===== config.mk =====
export PLATFORM = sky130hd
export DESIGN_NAME = cache_miss_sequencer
export DESIGN_NICKNAME = d
export VERILOG_FILES = /design/src/rtl/cache_miss_sequencer.sv
export SDC_FILE = /design/constraint.sdc
export NUM_CORES = 1
export LEC_CHECK = 0
export ABC_AREA = 1
export CAP_MARGIN = 0
export CORE_ASPECT_RATIO = 0.8
export CORE_UTILIZATION = 41
export CTS_CLUSTER_SIZE = 10
export DETAILED_ROUTE_END_ITERATION = 12
export PLACE_DENSITY = 0.78
export SETUP_SLACK_MARGIN = 0.02
export SLEW_MARGIN = 20
export SYNTH_ARGS = -nofsm -noshare
export SYNTH_HDL_FRONTEND = slang
export SYNTH_SLANG_ARGS = --single-unit

===== constraint.sdc =====
create_clock -name clock -period 1.7 [get_ports clock]
set_input_delay 0.34 -clock clock [delete_from_list [all_inputs] [get_ports clock]]
set_output_delay 0.34 -clock clock [all_outputs]
set_load 0.02 [all_outputs]

===== src/rtl/cache_miss_sequencer.sv =====
// cache_miss_sequencer: miss-handling controller for the direct-mapped line cache.
// Evicts a valid victim line to SDRAM, fetches the missing line through the SDRAM
// controller's read FIFO, refills the line buffer and commits it in one cycle.
// The critical byte of a load miss is delivered as soon as its word is popped.
module cache_miss_sequencer #(
   parameter int OFFSETWIDTH = 5,
   parameter int INDEXWIDTH  = 11
) (
   input  logic                                clock,
   input  logic                                reset_n,
   // cache hit logic
   input  logic                                miss,
   input  logic                                miss_load,
   input  logic [23:0]                         miss_addr,
   input  logic                                victim_valid,
   input  logic [23-INDEXWIDTH-OFFSETWIDTH:0]  victim_tag,
   input  logic [15:0]                         victim_word,
   output logic [OFFSETWIDTH-2:0]              victim_waddr,
   // cache array refill
   output logic                                fill_we,
   output logic [OFFSETWIDTH-2:0]              fill_waddr,
   output logic [15:0]                         fill_word,
   output logic                                commit,
   // processor side
   output logic                                busy,
   output logic [7:0]                          d_out,
   output logic                                new_dout,
   // SDRAM controller request lines
   output logic [23:0]                         ram_addr,
   output logic                                readreq,
   output logic                                writereq,
   input  logic                                req_ready,
   // SDRAM controller write FIFO
   output logic [15:0]                         data_to_ram,
   output logic                                write,
   input  logic                                writeready,
   // SDRAM controller read FIFO (show-ahead)
   input  logic [15:0]                         data_from_ram,
   output logic                                read,
   input  logic                                readready
);

   localparam int TAGWIDTH = 24 - INDEXWIDTH - OFFSETWIDTH;
   localparam int WORDS    = (2 ** OFFSETWIDTH) / 2;
   localparam int WCNT     = $clog2(WORDS);
   localparam logic [WCNT-1:0] LAST = WCNT'(WORDS - 1);

   typedef enum logic [2:0] {
      IDLE,
      READREQ,
      WRITEREQ,
      EVICT,
      FILL,
      COMMIT
   } state_t;

   state_t                  state;
   state_t                  state_next;
   logic [WCNT-1:0]         cnt;
   logic [INDEXWIDTH-1:0]   miss_index;
   logic [OFFSETWIDTH-1:0]  miss_offset;
   logic                    load_q;
   logic                    vvalid_q;
   logic [TAGWIDTH-1:0]     vtag_q;
   logic                    accept;

   // A new miss is only taken while idle; misses seen while busy are ignored.
   assign accept = (state == IDLE) && miss;

   // State register.
   // NOTE: reset is synchronous here, so it lives inside the clocked branch rather than the sensitivity list.
   always_ff @(posedge clock) begin
      if (!reset_n) begin
         state <= IDLE;
      end else begin
         state <= state_next;
      end
   end

   // Next-state decode plus the FIFO strobes, which react to ready in the same cycle.
   always_comb begin
      // NOTE: every output of this block gets a default first so no path can infer a latch.
      state_next = state;
      write      = 1'b0;
      read       = 1'b0;
      fill_we    = 1'b0;
      commit     = 1'b0;
      case (state)
         IDLE: begin
            if (miss) state_next = READREQ;
         end
         READREQ: begin
            if (req_ready) state_next = vvalid_q ? WRITEREQ : FILL;
         end
         WRITEREQ: begin
            if (req_ready) state_next = EVICT;
         end
         EVICT: begin
            write = writeready;
            if (writeready && (cnt == LAST)) state_next = FILL;
         end
         FILL: begin
            read    = readready;
            fill_we = readready;
            if (readready && (cnt == LAST)) state_next = COMMIT;
         end
         COMMIT: begin
            commit     = 1'b1;
            state_next = IDLE;
         end
         default: state_next = IDLE;
      endcase
   end

   assign busy         = (state != IDLE);
   assign victim_waddr = cnt;
   assign fill_waddr   = cnt;
   assign fill_word    = data_from_ram;
   assign data_to_ram  = victim_word;

   // Capture the miss context when the miss is accepted; it must survive the whole sequence.
   always_ff @(posedge clock) begin
      // NOTE: state uses non-blocking assignments so every flop samples pre-edge values.
      if (!reset_n) begin
         miss_index  <= '0;
         miss_offset <= '0;
         load_q      <= 1'b0;
         vvalid_q    <= 1'b0;
         vtag_q      <= '0;
      end else if (accept) begin
         miss_index  <= miss_addr[23:24-INDEXWIDTH];
         miss_offset <= miss_addr[OFFSETWIDTH-1:0];
         load_q      <= miss_load;
         vvalid_q    <= victim_valid;
         vtag_q      <= victim_tag;
      end
   end

   // Word counter shared by eviction and fill; wraps to zero on the last word of each.
   always_ff @(posedge clock) begin
      if (!reset_n) begin
         cnt <= '0;
      end else if (write || read) begin
         cnt <= cnt + WCNT'(1);
      end
   end

   // Registered request lines: each is high exactly while its request state is pending.
   always_ff @(posedge clock) begin
      if (!reset_n) begin
         readreq  <= 1'b0;
         writereq <= 1'b0;
         ram_addr <= '0;
      end else begin
         readreq  <= (state_next == READREQ);
         writereq <= (state_next == WRITEREQ);
         if (accept) begin
            ram_addr <= {miss_addr[23:OFFSETWIDTH], {OFFSETWIDTH{1'b0}}};
         end else if ((state == READREQ) && req_ready && vvalid_q) begin
            ram_addr <= {miss_index, vtag_q, {OFFSETWIDTH{1'b0}}};
         end
      end
   end

   // Critical-byte capture: grab the addressed byte on the pop of its word, strobe next cycle.
   always_ff @(posedge clock) begin
      if (!reset_n) begin
         d_out    <= '0;
         new_dout <= 1'b0;
      end else begin
         new_dout <= 1'b0;
         if (read && load_q && (cnt == miss_offset[OFFSETWIDTH-1:1])) begin
            d_out    <= miss_offset[0] ? data_from_ram[15:8] : data_from_ram[7:0];
            new_dout <= 1'b1;
         end
      end
   end

endmodule


==> After elaboration in Yosys (flattened, before gate mapping) <==
Index checks and enable logic that the tools add are counted.
{ "word_totals": {"latch_bits": 0, "memories": 0, "wordCells": 47, "output_inout_bits": 80, "inputBits": 72, "rom_bits": 0, "ram_bits": 0, "register_bits": 63} }
{ "op_classes": {"order_cmp": 0, "reduce_logical": 11, "shifts": 0, "div_mod_pow": 0, "add_sub_neg": 1, "n_mux": 14, "n_bitwise": 0, "multipliers": 0, "n_eq_ne": 9} }
{ "op_table": {"columns": ["op", "count"], "rows": [
  ["2-to-1 mux 24 bit", 2],
  ["2-to-1 mux 3 bit", 6],
  ["case mux 3 bit (5 select lines)", 1],
  ["equality test 3 x 2 -> 1 bit (second input constant)", 3],
  ["2-to-1 mux 8 bit", 1],
  ["logical AND 1 bit", 7],
  ["equality test 3 x 1 -> 1 bit (second input constant)", 2],
  ["equality test 3 bit (second input constant)", 2],
  ["adder 4 x 1 -> 4 bit (second input constant)", 1],
  ["equality test 4 bit", 1],
  ["equality test 4 bit (second input constant)", 1],
  ["2-to-1 mux 1 bit", 4],
  ["zero test 3 bit", 1],
  ["nonzero test 3 bit", 1],
  ["nonzero test 2 bit", 1],
  ["logical OR 1 bit", 1]
]} }

==> Logic depth before layout (Yosys ltp) <==
Gate-level depths: netlist (run 1).
{ "logic_depth": {"depth_word": 5, "ltp_mapped": 9} }

==> Worst setup path after synthesis (run 1) <==
No wires, ideal clock.
{ "synth_path": {"path_kind": "register to register", "startpoint": "register cnt[0] (netlist: fill_waddr[0])", "endpoint": "register writereq", "path_slack_ns": 0.330, "arrival_ns": 1.250, "period_less_slack_ns": 1.370, "path_stages_with_launch": 7, "n_path_buf": 0, "cell_sequence": "dfxtp_1 > ha_1 > nand3_1 > nor2_1 > nor2_1 > o21ai_0 > nor2_1"} }
{ "synth_between": {"elab_chain_cells": 5} }
{ "synth_lines": {"columns": ["item", "line", "rtl"], "rows": [
  ["start, declared", "59", "logic [WCNT-1:0] cnt;"],
  ["start signal, assigned", "144", "cnt <= cnt + WCNT'(1);"],
  ["equality test 4 bit (*)", "100, 105", null],
  ["logical AND 1 bit (on tied branches)", "105, 100", null],
  ["2-to-1 mux 3 bit (on tied branches)", "105, 100", null],
  ["case mux 3 bit (5 select lines) (*)", "88", "case (state)"],
  ["equality test 3 x 2 -> 1 bit (*)", "156", "writereq <= (state_next == WRITEREQ);"],
  ["end signal, assigned", "156", null],
  ["end, declared", "31", "output logic writereq,"]
]} }
Mark *: on every way between the ends. The rest lies on a longest branch, timed or not.
A chain may end at the register's enable or synchronous reset.

==> Final worst setup path (run 1) <==
{ "layout_path": {"startpoint": "register ram_addr[8]", "endpoint": "output ram_addr[8]"} }
{ "layout_rtl": {"columns": ["item", "line", "rtl"], "rows": [
  ["start, declared", "29", "output logic [23:0] ram_addr,"],
  ["start signal, assigned", "158", "ram_addr <= {miss_addr[23:OFFSETWIDTH], {OFFSETWIDTH{1'b0}}};"],
  ["start signal, assigned", "160", "ram_addr <= {miss_index, vtag_q, {OFFSETWIDTH{1'b0}}};"]
]} }
No word-level cell between the ends.

==> impl_metrics.csv, run 1 <==
group,metric,value,unit
die,initial_core_util,0.4343,
timing,max_freq,0.6124,GHz
status,status,"finished clean",
cells_and_area,regArea,1261,µm²
pwr,p_seq_frac,0.445,
pwr,power.combinational.fraction,0.250,
hold_path,worstHoldEndpoint,"miss_index[6]",
synth,synth_cells,441,
synth,synth_flop_cell,"dfxtp_1",
placed_design,port_buffers,114,
placed_design,place_ws,-0.2929,ns
critical_path,end_kind,"output port",
clocking,htreeDepth,3,
placed_design,hpwl,5217,µm
critical_path,critPathArrivalTime,1.29,ns
synth,ys_warn_count,0,
clocking,ctsResizeCount,38,
clocking,cts_root_buffer,"clkbuf_8",
global_routing,antenna_found_initial,0,
cells_and_area,multiInputGateArea,1271,µm²
cells_and_area,diodes,0,
synth,synth_commonest_cells,"140 x nand2_1, 71 x nor2_1, 63 x dfxtp_1",
pwr,p_int,2.567,mW
routing,dr_total_vias,2885,
die,pin_count,152,
critical_path,cp-start-kind,"register",
clocking,clkTransAtPathRegs,0.07,ns
global_routing,grt_max_degree,28,
timing,period_share,0.9606,
critical_path,worst-r2r-cell-count,10,
routing,first_pass_iters,4,
die,core-area,7061,µm²
clocking,postCtsSetupBuffers,0,
critical_path,critPathMaxFanout,2,
clocking,hold_buffers,0,
routing,drt-met1-wl,3114,µm
timing,skew,0.01127,ns
cells_and_area,final_nets,608,
placed_design,gp_congestion,0.7868,
timing,slew_violations,0,
global_routing,overflow,0,
synth,synth_edf_count,0,
critical_path,cpPeakStageDelay,0.62,ns
routing,wl,7148,µm
cells_and_area,syn_to_final_growth,38.60,%
global_routing,grt_pass1_wl,11350,µm
critical_path,crit_family,"buffers and inverters",
synth,yosysMostFrequentCell,"nand2_1",
placed_design,dp_cells,611,
timing,holdWs,0.4730,ns
routing,final_antenna_net_count,0,
timing,setup_slack,0.06700,ns
synth,synth_seq_cells,63,
clocking,clkLatencyLatePin,0.34,ns
global_routing,grt_pass1_vias,2529,
routing,drc,0,
routing,wl_met3,578,µm
synth,post-synth-top-area-cell,"dfxtp_1",
routing,top_layer,"met4",
hold_path,hp-start,"miss_index[6]",
die,fp.dieW,98.70,µm
timing,setup_viol,0,
synth,synth.distinct_cells,25,
critical_path,cp_cell_sequence,"clkdlybuf4s50_1",
flow_run,drv_cap,0,
cells_and_area,final_cells,627,
critical_path,cp_num_buf_inv,1,
routing,wire_per_inst,11.40,µm
critical_path,r2r_setup_slack,0.20,ns
clocking,cts_num_sinks,63,
synth,async_reset_ff_frac,0,
die,rows,27,
routing,drt_iter0_drc,92,
routing,routed-wl-met2,3373,µm
die,die_area,7832,µm²
cells_and_area,nFillCells,663,
synth,synth.top_cell.area_share,0.4113,
hold_path,hp-class,"reg2reg",
timing,hold_violations,0,
clocking,cts_made_buffers,9,
critical_path,required,1.36,ns
pwr,p_leak,2.174,nW
critical_path,crit_type,"reg2out",
timing,finalCriticalPeriod,1.633,ns
synth,synthTopCellsByArea,"dfxtp_1 41%, nand2_1 17%, buf_4 11%",
global_routing,track_usage,0.1844,
cells_and_area,final_util,0.6020,
critical_path,r2r-end,"ram_addr[19]",
hold_path,hold_path_depth,2,
pwr,p_switching,1.182,mW
critical_path,r2r_start,"state[1]",
timing,rsz0062_at_grt,"yes",
pwr,cellPowerDensity,882.0,nW/µm²
critical_path,cp_slowest_cell,"clkdlybuf4s50_1",
die,die_h,79.36,µm
clocking,cts_tree,"done",
pwr,p_sw_frac,0.3152,
cells_and_area,drive_above_1_share,0.1074,
clocking,clock_path_buffers,2,
synth,ys_seq_area_frac,0.4113,
synth,synth_area_per_cell,6.954,µm²
pwr,clkPwrFrac,0.305,
synth,syn_area,3067,µm²
routing,via_per_inst,4.601,
pwr,peakVddDrop,0.5843,mV
pwr,total_power,3.749,mW
## flip-flops by register name, summed over array words and instances (netlist names)
signal / flops
d_out: 8
fill_waddr: 4
load_q: 1
miss_index: 11
miss_offset: 5
new_dout: 1
ram_addr: 19
readreq: 1
state: 3
vtag_q: 8
vvalid_q: 1
writereq: 1
## placed cells by master (no fill, tap or decap), drive strengths merged
cell type	netlist	routed
a21oi	30	30
nor2	74	74
conb	1	5
dlygate4sd2	0	24
inv	28	29
ha	1	1
nand2	143	143
clkinv	2	5
o21ai	27	27
dfxtp	63	63
clkdlybuf4s50	0	76
nand3	11	11
buf	53	27
dlymetal6s2s	0	9
xor2	2	2
clkbuf	6	11
clkdlybuf4s15	0	1
clkinvlp	0	2
## through the flow
step                instance area [µm²]   TNS, ns
floorplan                          3082         0
global placement                   4100    -2.091
detailed placement                 4100    -2.209
CTS                                4242         0
global route                       4250  -0.02849
finish                             4250         0
## area by class of cell
cell class / count / area share
Clock buffer: 10 / 0.03003
Clock inverter: 6 / 0.01089
Inverter: 30 / 0.02708
Multi-Input combinational cell: 293 / 0.2991
Sequential cell: 63 / 0.2967
Tap cell: 87 / 0.02561
Timing Repair Buffer: 138 / 0.3106
## routing by layer
layer  vias to the layer above  global-route usage
li1                       1505                   -
met1                      1262              0.2144
met2                       107              0.3134
met3                        11             0.06690
met4                         0             0.06716
met5                         -                   0
## cell families (layout without fill, tap and decap cells)
group	Yosys count	after routing	synth area share
and+or+nand+nor	228	228	0.3048
buffers and inverters	89	184	0.1799
DFF	63	63	0.4113
AOI/OAI and AO/OA	57	57	0.09302
xor gates and xnor gates	2	2	0.005713
adders and majority gates	1	1	0.004079
other	1	5	0.001223
## worst min-delay path, stage by stage (launching register included)
cell	delay (ns)
dfxtp_1	0.30
nand2_1	0.07
a21oi_1	0.06
## power by group through the flow
stage	clock [mW]	combinational (mW)	sequential [mW]
2_1_floorplan	0	0.555	1.77
3_3_place_gp	0	0.952	1.70
3_5_place_dp	0	0.966	1.70
4_1_cts	1.17	0.951	1.67
5_1_grt	1.25	1.02	1.68
6_report	1.14	0.935	1.67
## worst max path at each step
stage / from / to / slack [ns] / cells after the start
2_1_floorplan: fill_waddr[0] / writereq / 0.33 / 6
3_3_place_gp: readready / read / -0.28 / 6
3_5_place_dp: readready / fill_we / -0.29 / 6
4_1_cts: state[2] / busy / 0.02 / 3
5_1_grt: state[2] / write / -0.03 / 6
6_report: ram_addr[8] / ram_addr[8] / 0.07 / 1
No activity file was read; power rests on OpenSTA's default activity.
==> run 2: changes to the inputs <==
--- a/config.mk
+++ b/config.mk
@@ -5,13 +5,12 @@
 export SDC_FILE = /design/constraint.sdc
 export NUM_CORES = 1
 export LEC_CHECK = 0
-export ABC_AREA = 1
 export CAP_MARGIN = 0
 export CORE_ASPECT_RATIO = 0.8
-export CORE_UTILIZATION = 41
+export CORE_UTILIZATION = 39
 export CTS_CLUSTER_SIZE = 10
 export DETAILED_ROUTE_END_ITERATION = 12
-export PLACE_DENSITY = 0.78
+export PLACE_DENSITY = 0.77
 export SETUP_SLACK_MARGIN = 0.02
 export SLEW_MARGIN = 20
 export SYNTH_ARGS = -nofsm -noshare
==> run 2 against run 1 <==
- global-route usage down 0.15 points
- non-clock buffer count fell by 2
- clock skew shrank 0.0056 ns
- clock power increased by 30%
- power increased by 4.3%
- synthesized cell count shrank 27%
- critical endpoint is now read
==> impl_metrics.csv, run 2 <==
group,metric,value,unit
clocking,cts_root_buffer,"clkbuf_8",
pwr,peakVddDrop,0.6913,mV
clocking,clkTransAtPathRegs,0.07,ns
cells_and_area,largest_reg_flops,19,
die,initial_core_util,0.4060,
pwr,p_seq_frac,0.420,
timing,finalCriticalPeriod,1.638,ns
die,pin_count,152,
clocking,cts_tree,"done",
cells_and_area,nFillCells,642,
routing,drc,0,
pwr,p_switching,1.082,mW
die,die_area,7591,µm²
cells_and_area,final_cells,502,
timing,slew_violations,0,
hold_path,hp-class,"reg2reg",
pwr,power.combinational.fraction,0.202,
global_routing,grt_max_degree,39,
routing,wire_per_inst,13.39,µm
timing,setup_viol,0,
synth,post-synth-top-area-cell,"dfxtp_1",
clocking,hold_buffers,0,
cells_and_area,top_register,"ram_addr",
routing,final_antenna_net_count,0,
synth,yosysMostFrequentCell,"dfxtp_1",
synth,synthTopCellsByArea,"dfxtp_1 45%, buf_4 11%, mux2i_1 7.4%",
clocking,htreeDepth,3,
timing,period_share,0.9633,
cells_and_area,final_common_cell,"clkdlybuf4s50_1",
synth,synth_edf_count,0,
timing,setup_tns,0,ns
flow_run,drv_cap,0,
timing,max_freq,0.6106,GHz
synth,synth_cells,323,
routing,drt_iter0_drc,68,
cells_and_area,diodes,0,
die,fp.dieW,97.16,µm
global_routing,antenna_found_initial,0,
timing,rsz0062_at_grt,"yes",
placed_design,gp_congestion,0.7741,
die,rows,27,
critical_path,required,1.36,ns
critical_path,critPathArrivalTime,1.30,ns
cells_and_area,reg_top3,"ram_addr (19), miss_index (11)",
pwr,p_sw_frac,0.2768,
critical_path,crit_type,"in2out",
timing,hold_violations,0,
pwr,cellPowerDensity,953.7,nW/µm²
critical_path,cp-start-kind,"input port",
cells_and_area,syn_to_final_growth,45.08,%
synth,ys_warn_count,0,
timing,skew,0.005646,ns
clocking,cts_made_buffers,9,
cells_and_area,final_nets,483,
synth,synth_seq_cells,63,
global_routing,grt_pass1_vias,2330,
cells_and_area,drive_above_1_share,0.1205,
critical_path,critPathMaxFanout,3,
placed_design,hpwl,4864,µm
synth,synth.top_cell.area_share,0.4464,
pwr,p_leak,1.752,nW
pwr,clkPwrFrac,0.377,
clocking,clock_path_buffers,2,
synth,synth.distinct_cells,39,
synth,ys_seq_area_frac,0.4464,
die,die_h,78.13,µm
synth,synth_flop_cell,"dfxtp_1",
placed_design,dp_cells,486,
global_routing,track_usage,0.1829,
synth,async_reset_ff_frac,0,
routing,via_per_inst,4.853,
routing,dr_total_vias,2436,
clocking,cts_num_sinks,63,
global_routing,overflow,0,
global_routing,grt_pass1_wl,11120,µm
status,status,"finished clean",
routing,wl,6723,µm
synth,synth_commonest_cells,"63 x dfxtp_1, 42 x buf_4, 40 x nand2_1",
cells_and_area,final_cell_mix,"76 x clkdlybuf4s50_1, 62 x dfxtp_1, 40 x nand2_1, 34 x a21oi_1, 29 x o21ai_0",
synth,syn_area,2825,µm²
critical_path,end_kind,"output port",
synth,synth_area_per_cell,8.747,µm²
routing,first_pass_iters,4,
placed_design,port_buffers,114,
die,core-area,6959,µm²
pwr,p_int,2.827,mW
clocking,clkLatencyLatePin,0.34,ns
==> run 2: cell count changes after synthesis, moves of 4 or more <==
cell	change
a21oi_1	+4
a31oi_1	+9
buf_6	-4
clkbuf_1	+10
inv_1	-24
mux2i_1	+21
nand2_1	-100
nand3_1	-6
nor2_1	-53
o21ai_0	+12
o21ai_1	-10
or3_1	+11
xnor2_1	+4
==> run 2: area by class of cell <==
| class | count | area [µm²] | area share |
|---|---|---|---|
| multi-input combinational | 199 | 1170 | 0.2854 |
| sequential | 63 | 1262 | 0.3080 |
| clock buffer | 9 | 123.9 | 0.03022 |
| timing repair buffer | 136 | 1328 | 0.3239 |
| inverter | 1 | 3.754 | 0.0009158 |
| clock inverter | 7 | 102.6 | 0.02503 |
| tap | 87 | 108.9 | 0.02656 |
==> run 2: worst paths after layout <==
| check | startpoint | endpoint | slack, ns | depth (start not counted) |
|---|---|---|---|---|
| setup reg to reg | state[1] | d_out[3] | 0.14 | 5 |
| hold / removal | load_q | load_q | 0.46 | 2 |
| setup / recovery | readready | read | 0.06 | 3 |
| hold reg to reg | load_q | load_q | 0.46 | 2 |
==> run 2: power groups by stage <==
stage	Combinational, mW	Sequential, mW	Clock [mW]
2_1_floorplan	0.431	1.73	0
3_3_place_gp	0.801	1.67	0
3_5_place_dp	0.815	1.68	0
4_1_cts	0.803	1.64	1.51
5_1_grt	0.855	1.66	1.57
6_report	0.790	1.64	1.48
==> run 2: timing repair <==
| item | in CTS | in global routing |
|---|---|---|
| hold endpoints to repair | 0 | 0 |
| gates resized for setup | 37 | 12 |
| buffers inserted | 0 | 0 |
| setup endpoints to repair | 29 | 14 |
==> run 2: logic make-up after synthesis <==
kind of cell	Yosys count	synth area share
and+or+nand+nor	86	0.1488
muxes	21	0.07440
other	1	0.001327
xor gates and xnor gates	7	0.02436
adders and majority gates	1	0.004428
buffers and inverters	65	0.1492
DFF	63	0.4464
AOI/OAI and AO/OA	79	0.1510
==> run 2: critical path: stages <==
cell and delay [ns]:
clkdlybuf4s50_1 0.46, and4bb_4 0.24, clkdlybuf4s15_2 0.26
==> run 2: through the flow <==
stage | utilization | instance area [µm²] | setup WS [ns] | power (mW) | hold WS [ns]
after floorplan | - | 2840 | 0.09969 | 2.162 | 0.4367
after global placement | 0.5586 | 3887 | -0.2736 | 2.475 | 0.4463
after detailed placement | 0.5586 | 3887 | -0.2880 | 2.491 | 0.4505
after CTS | 0.5874 | 4088 | 0.02474 | 3.958 | 0.4602
after global routing | 0.5890 | 4099 | 0.006973 | 4.084 | 0.4762
final | 0.5890 | 4099 | 0.06234 | 3.909 | 0.4561
==> run 2: routing by layer <==
layer / wire, µm / up-vias / global-route usage
met5: 0 / - / 0
met4: 86 / 0 / 0.07612
met3: 389 / 14 / 0.05788
met2: 3276 / 71 / 0.3035
met1: 2971 / 1119 / 0.2201
li1: - / 1232 / -
